**config.mk**
```make
export PLATFORM = sky130hd
export DESIGN_NAME = sr_bank_arbiter
export DESIGN_NICKNAME = d
export VERILOG_FILES = /design/src/rtl/sr_bank_arbiter_pkg.sv /design/src/rtl/sr_bank_arbiter_rr_arb2.sv /design/src/rtl/sr_bank_arbiter.sv
export SDC_FILE = /design/constraint.sdc
export NUM_CORES = 1
export LEC_CHECK = 0
export CORE_MARGIN = 2
export CORE_UTILIZATION = 45
export DETAILED_ROUTE_END_ITERATION = 12
export PLACE_DENSITY = 0.84
export SLEW_MARGIN = 5
export SYNTH_ARGS = -nofsm -noshare
export SYNTH_HDL_FRONTEND = slang
export SYNTH_SLANG_ARGS = --single-unit
```
**constraint.sdc**
```tcl
create_clock -name clk -period 1.9 [get_ports clk]
set_input_delay 0.285 -clock clk [delete_from_list [all_inputs] [get_ports clk]]
set_output_delay 0.285 -clock clk [all_outputs]
set_load 0.05 [all_outputs]
```
**src/rtl/sr_bank_arbiter_pkg.sv**
```systemverilog
// Shared types and constants for the SR latch bank arbiter.
package sr_bank_arbiter_pkg;

  typedef enum logic [2:0] {
    StIdle,
    StSetup,
    StEnable,
    StHold,
    StCheck
  } state_e;

  localparam logic OP_SET   = 1'b1;
  localparam logic OP_RESET = 1'b0;

endpackage

```
**src/rtl/sr_bank_arbiter_rr_arb2.sv**
```systemverilog
// Two-way round-robin arbiter; remembers the last granted requester.
module rr_arb2 (
  input  logic       clk,
  input  logic       rst_n,
  input  logic [1:0] req_i,
  input  logic       upd_i,
  output logic       gnt_vld_o,
  output logic       gnt_idx_o
);

  logic last_q;

  always_comb begin
    gnt_vld_o = |req_i;
    // On contention the requester not granted last wins.
    gnt_idx_o = (req_i == 2'b11) ? ~last_q : req_i[1];
  end

  always_ff @(posedge clk or negedge rst_n) begin
    if (!rst_n) begin
      last_q <= 1'b1;
    end else if (upd_i && gnt_vld_o) begin
      last_q <= gnt_idx_o;
    end
  end

endmodule

```
**src/rtl/sr_bank_arbiter.sv**
```systemverilog
// Shares a bank of gated SR latches between two requesters, sequencing each
// write through setup/enable/hold and checking the readback.
module sr_bank_arbiter
  import sr_bank_arbiter_pkg::*;
#(
  parameter int unsigned N         = 4,
  parameter int unsigned IDXW      = 2,
  parameter int unsigned EN_CYCLES = 2
) (
  input  logic            clk,
  input  logic            rst_n,
  input  logic [1:0]      req,
  input  logic            op0,
  input  logic [IDXW-1:0] idx0,
  input  logic            op1,
  input  logic [IDXW-1:0] idx1,
  output logic [1:0]      done,
  output logic            err,
  output logic            busy,
  output logic [N-1:0]    S,
  output logic [N-1:0]    R,
  output logic [N-1:0]    E,
  input  logic [N-1:0]    Q
);

  localparam int unsigned   CntW    = (EN_CYCLES > 1) ? $clog2(EN_CYCLES) : 1;
  localparam logic [CntW-1:0] CntLast = CntW'(EN_CYCLES - 1);

  state_e          state_q, state_d;
  logic            win_q, win_d;
  logic            op_q, op_d;
  logic [IDXW-1:0] idx_q, idx_d;
  logic [CntW-1:0] cnt_q, cnt_d;
  logic [N-1:0]    sel_q, sel_d;
  logic [N-1:0]    s_q, s_d, r_q, r_d, e_q, e_d;
  logic [1:0]      done_q, done_d;
  logic            err_q, err_d;
  logic            busy_q;

  logic            gnt_vld, gnt_idx, arb_upd;
  logic            op_req;
  logic [IDXW-1:0] idx_req;

  rr_arb2 u_arb (
    .clk       (clk),
    .rst_n     (rst_n),
    .req_i     (req),
    .upd_i     (arb_upd),
    .gnt_vld_o (gnt_vld),
    .gnt_idx_o (gnt_idx)
  );

  assign arb_upd = (state_q == StIdle);
  assign op_req  = gnt_idx ? op1 : op0;
  assign idx_req = gnt_idx ? idx1 : idx0;
  assign sel_q   = N'(1) << idx_q;

  always_comb begin
    state_d = state_q;
    win_d   = win_q;
    op_d    = op_q;
    idx_d   = idx_q;
    cnt_d   = cnt_q;
    err_d   = 1'b0;
    case (state_q)
      StIdle: begin
        if (gnt_vld) begin
          win_d = gnt_idx;
          op_d  = op_req;
          idx_d = idx_req;
          // Out-of-range cells are reported without touching the bank.
          if (32'(idx_req) >= N) begin
            state_d = StCheck;
            err_d   = 1'b1;
          end else begin
            state_d = StSetup;
          end
        end
      end
      StSetup: begin
        state_d = StEnable;
        cnt_d   = '0;
      end
      StEnable: begin
        if (cnt_q == CntLast) begin
          state_d = StHold;
        end else begin
          cnt_d = cnt_q + CntW'(1);
        end
      end
      StHold: begin
        state_d = StCheck;
        // Q has settled since E dropped; the result is registered into CHECK.
        err_d   = ((Q & sel_q) != '0) != op_q;
      end
      StCheck: state_d = StIdle;
      default: state_d = StIdle;
    endcase
  end

  // Outputs are decoded from the next state so every port comes from a flop.
  always_comb begin
    sel_d  = N'(1) << idx_d;
    s_d    = '0;
    r_d    = '0;
    e_d    = '0;
    done_d = '0;
    if (state_d inside {StSetup, StEnable, StHold}) begin
      s_d = (op_d == OP_SET) ? sel_d : '0;
      r_d = (op_d == OP_SET) ? '0 : sel_d;
    end
    if (state_d == StEnable) begin
      e_d = sel_d;
    end
    if (state_d == StCheck) begin
      done_d = win_d ? 2'b10 : 2'b01;
    end
  end

  always_ff @(posedge clk or negedge rst_n) begin
    if (!rst_n) begin
      state_q <= StIdle;
      win_q   <= 1'b0;
      op_q    <= 1'b0;
      idx_q   <= '0;
      cnt_q   <= '0;
      s_q     <= '0;
      r_q     <= '0;
      e_q     <= '0;
      done_q  <= '0;
      err_q   <= 1'b0;
      busy_q  <= 1'b0;
    end else begin
      state_q <= state_d;
      win_q   <= win_d;
      op_q    <= op_d;
      idx_q   <= idx_d;
      cnt_q   <= cnt_d;
      s_q     <= s_d;
      r_q     <= r_d;
      e_q     <= e_d;
      done_q  <= done_d;
      err_q   <= err_d;
      busy_q  <= (state_d != StIdle);
    end
  end

  assign S    = s_q;
  assign R    = r_q;
  assign E    = e_q;
  assign done = done_q;
  assign err  = err_q;
  assign busy = busy_q;

endmodule

```
==> out/metrics.csv <==
metric,value,unit
crit_path_cell_trace,clkdlybuf4s50_1,
holdCritPathClass,in -> async,
synth_xor_area_share,0.8434,%
synth_top_cell_by_area,dfrtp_1,
hold_viol,0,
cap_viol_max_count,0,
critPathLaunchType,flip-flop,
post_drt_wl_per_cell,13.87,um
p_int,1.421,mW
grt_overflow,0,
synth-seq-area-share,60.36,%
tightest_slew,508.9,ps
syn_area_per_cell,12.22,um^2
worst-endpoint-arrival,1470,ps
ys_seq_elements,25,
holdBufCountCts,0,
fin_nets,139,
hpwl,1620,um
switching_share,46.02,%
final_antenna_net_count,0,
synth_nets,99,
synth_ff_type,dfrtp_1,
drv_slew,0,
synth-compound-area-share,11.45,%
synth_top_area_share,57.83,%
synth-edff-count,0,
cp_slowest_cell,clkdlybuf4s50_1,
path_clk_slew,130,ps
fmax,571.3,MHz
rsz0062_at_grt,false,
grt_first_pass_wirelength,3498,um
syn_to_final_growth,37.71,%
relSlewSlack,65.97,%
top_level_ports,30,
cts_tree,yes,
cts_buffers,3,
clk_latency,300,ps
gp_congestion,0.8567,
synth-adder-area-share,0,%
antenna_cells,0,
p_leak,0.6226,nW
synthTopCellsByCount,"dfrtp_1, nor3_1, nor2_1",
outcome,"finished, final reports clean",
crit_path_end_kind,output pin,
synthesis.area,0.001038,mm^2
design.die.area,0.002708,mm^2
synthTopCellsByArea,"dfrtp_1, nor3_1, dfstp_2, nor2_1, nor2b_1",
vias,768,
power.switching,1.212,mW
track_usage,17.85,%
antenna_found_initial,0,
core_area,0.002191,mm^2
synth_mux_area_share,3.253,%
synth-async-reset-ratio,100.0,%
required,1620,ps
synth_top_family_by_area,simple AND/OR/NAND/NOR gates,
crit_family,buffers and inverters,
layout-drive-gt1-share,17.74,%
yosys.area_share.simple,19.64,%
finalWorstPathRequiredPeriod,1750,ps
grt_pass1_vias,823,
die_w,52.04,um
die_h,52.04,um
cts-root-buf,clkbuf_4,
dp_cells,148,
path_max_fanout,1,
critPathKind,reg -> out,
rows,17,
drt-total-wl,2108,um
synth_cell_types,30,
cts_setup_buffers,0,
setup-violations-final,0,
yosysMostFrequentCell,dfrtp_1,
yosysWarnings,0,
fin_cells,152,
final.setup.tns,0,ps
cellPowerDensity,1841,mW/mm^2
syn_inst,85,
cts_buffer_depth,2,
fin_crit_sh,92.13,%
first_pass_iters,4,
p_seq_share,31.7,%
numPortBuffers,29,
slowest_delay,800,ps
critPathBufInv,1,
drtIter0Drc,12,
via_per_inst,5.053,
p_comb_share,59.6,%
skew,3.299,ps
start_util,47.40,%
grt_max_degree,26,
drc_errors,0,
peakVddDrop,922.5,uV
cts_resized,0,
cts.sinks,25,
post-route-util,65.28,%
clock_power_share,8.7,%
h-tree-depth,1,
==> sequential cells by signal, summed over array words and instances, names as in the netlist <==
| register | flops |
|---|---|
| done | 2 |
| idx_q | 2 |
| win_q | 1 |
| E | 4 |
| op_q | 1 |
| state_q | 3 |
| S | 4 |
| cnt_q | 1 |
| R | 4 |
| err | 1 |
| u_arb.last_q | 1 |
| busy | 1 |
==> per-layer routing <==
| layer | up-vias | part of all wire [%] | global-route usage [%] |
|---|---|---|---|
| met5 | - | 0 | 0 |
| met4 | 0 | 1.7 | 9.649 |
| met3 | 4 | 3.2 | 2.299 |
| met2 | 22 | 54 | 32.49 |
| met1 | 368 | 41 | 19.92 |
| li1 | 374 | - | - |
==> metrics by stage <==
step / power, mW / worst slack, ps / hold WS [ps] / instance area (um^2)
2_1_floorplan: 1.904 / 218.0 / -10.59 / 1039
5_1_grt: 2.779 / 30.46 / 360.0 / 1430
3_3_place_gp: 2.349 / -13.71 / 511.3 / 1404
4_1_cts: 2.629 / 141.1 / 335.3 / 1430
6_report: 2.633 / 149.6 / 327.7 / 1430
3_5_place_dp: 2.406 / -109.1 / 546.2 / 1404
==> layout make-up <==
class                      count  area (um^2)
fill                         172        760.7
sequential                    25        626.9
multi-input combinational     52        365.4
timing repair buffer          38        357.8
tap                           28        35.03
clock buffer                   4        26.28
inverter                       5        18.77
==> worst reg2reg max path: cells and delay by family, from the launching register on <==
family	cells	cell delay (ps)
flip-flops	1	400
AO/OA/AOI/OAI	1	120
buffers and inverters	1	160
AND/OR/NAND/NOR	3	960
==> cell families after synthesis <==
logic type                count (synthesis)
xor gates and xnor gates                  1
and+or+nand+nor                          35
DFF                                      25
AOI/OAI and AO/OA                        14
buffers and inverters                     8
muxes                                     2
==> cells in the final DEF, fill, tap and decap left out, types with 2 or more instances in the layout <==
cell / count
nand2_1: 2
inv_1: 3
nor2b_1: 4
clkdlybuf4s50_1: 29
inv_2: 2
o32a_1: 2
dfrtp_1: 24
clkbuf_4: 3
nor2_1: 7
buf_4: 9
nor3_1: 15
o22ai_2: 2
o21ai_0: 3
==> power groups by stage <==
| stage | Combinational (mW) | Sequential [mW] | Clock [mW] |
|---|---|---|---|
| after floorplan | 0.687 | 1.22 | 0 |
| after global placement | 1.51 | 0.838 | 0 |
| after detailed placement | 1.56 | 0.847 | 0 |
| after CTS | 1.57 | 0.833 | 0.228 |
| after global routing | 1.67 | 0.857 | 0.254 |
| final | 1.57 | 0.835 | 0.229 |
==> path summary, 6_finish.rpt <==
kind                       startpoint  slack [ps]  depth (start not counted)      endpoint
setup / recovery                 R[3]         150                          1          R[3]
hold / removal                  rst_n         330                          2    state_q[2]
setup reg to reg           state_q[0]         150                          5          R[2]
hold reg to reg                  op_q         570                          2          op_q
max in group asynchronous       rst_n        1290                          2  u_arb.last_q
min in group clk                 op_q         570                          2          op_q
Power figures use the tool's default switching activity.
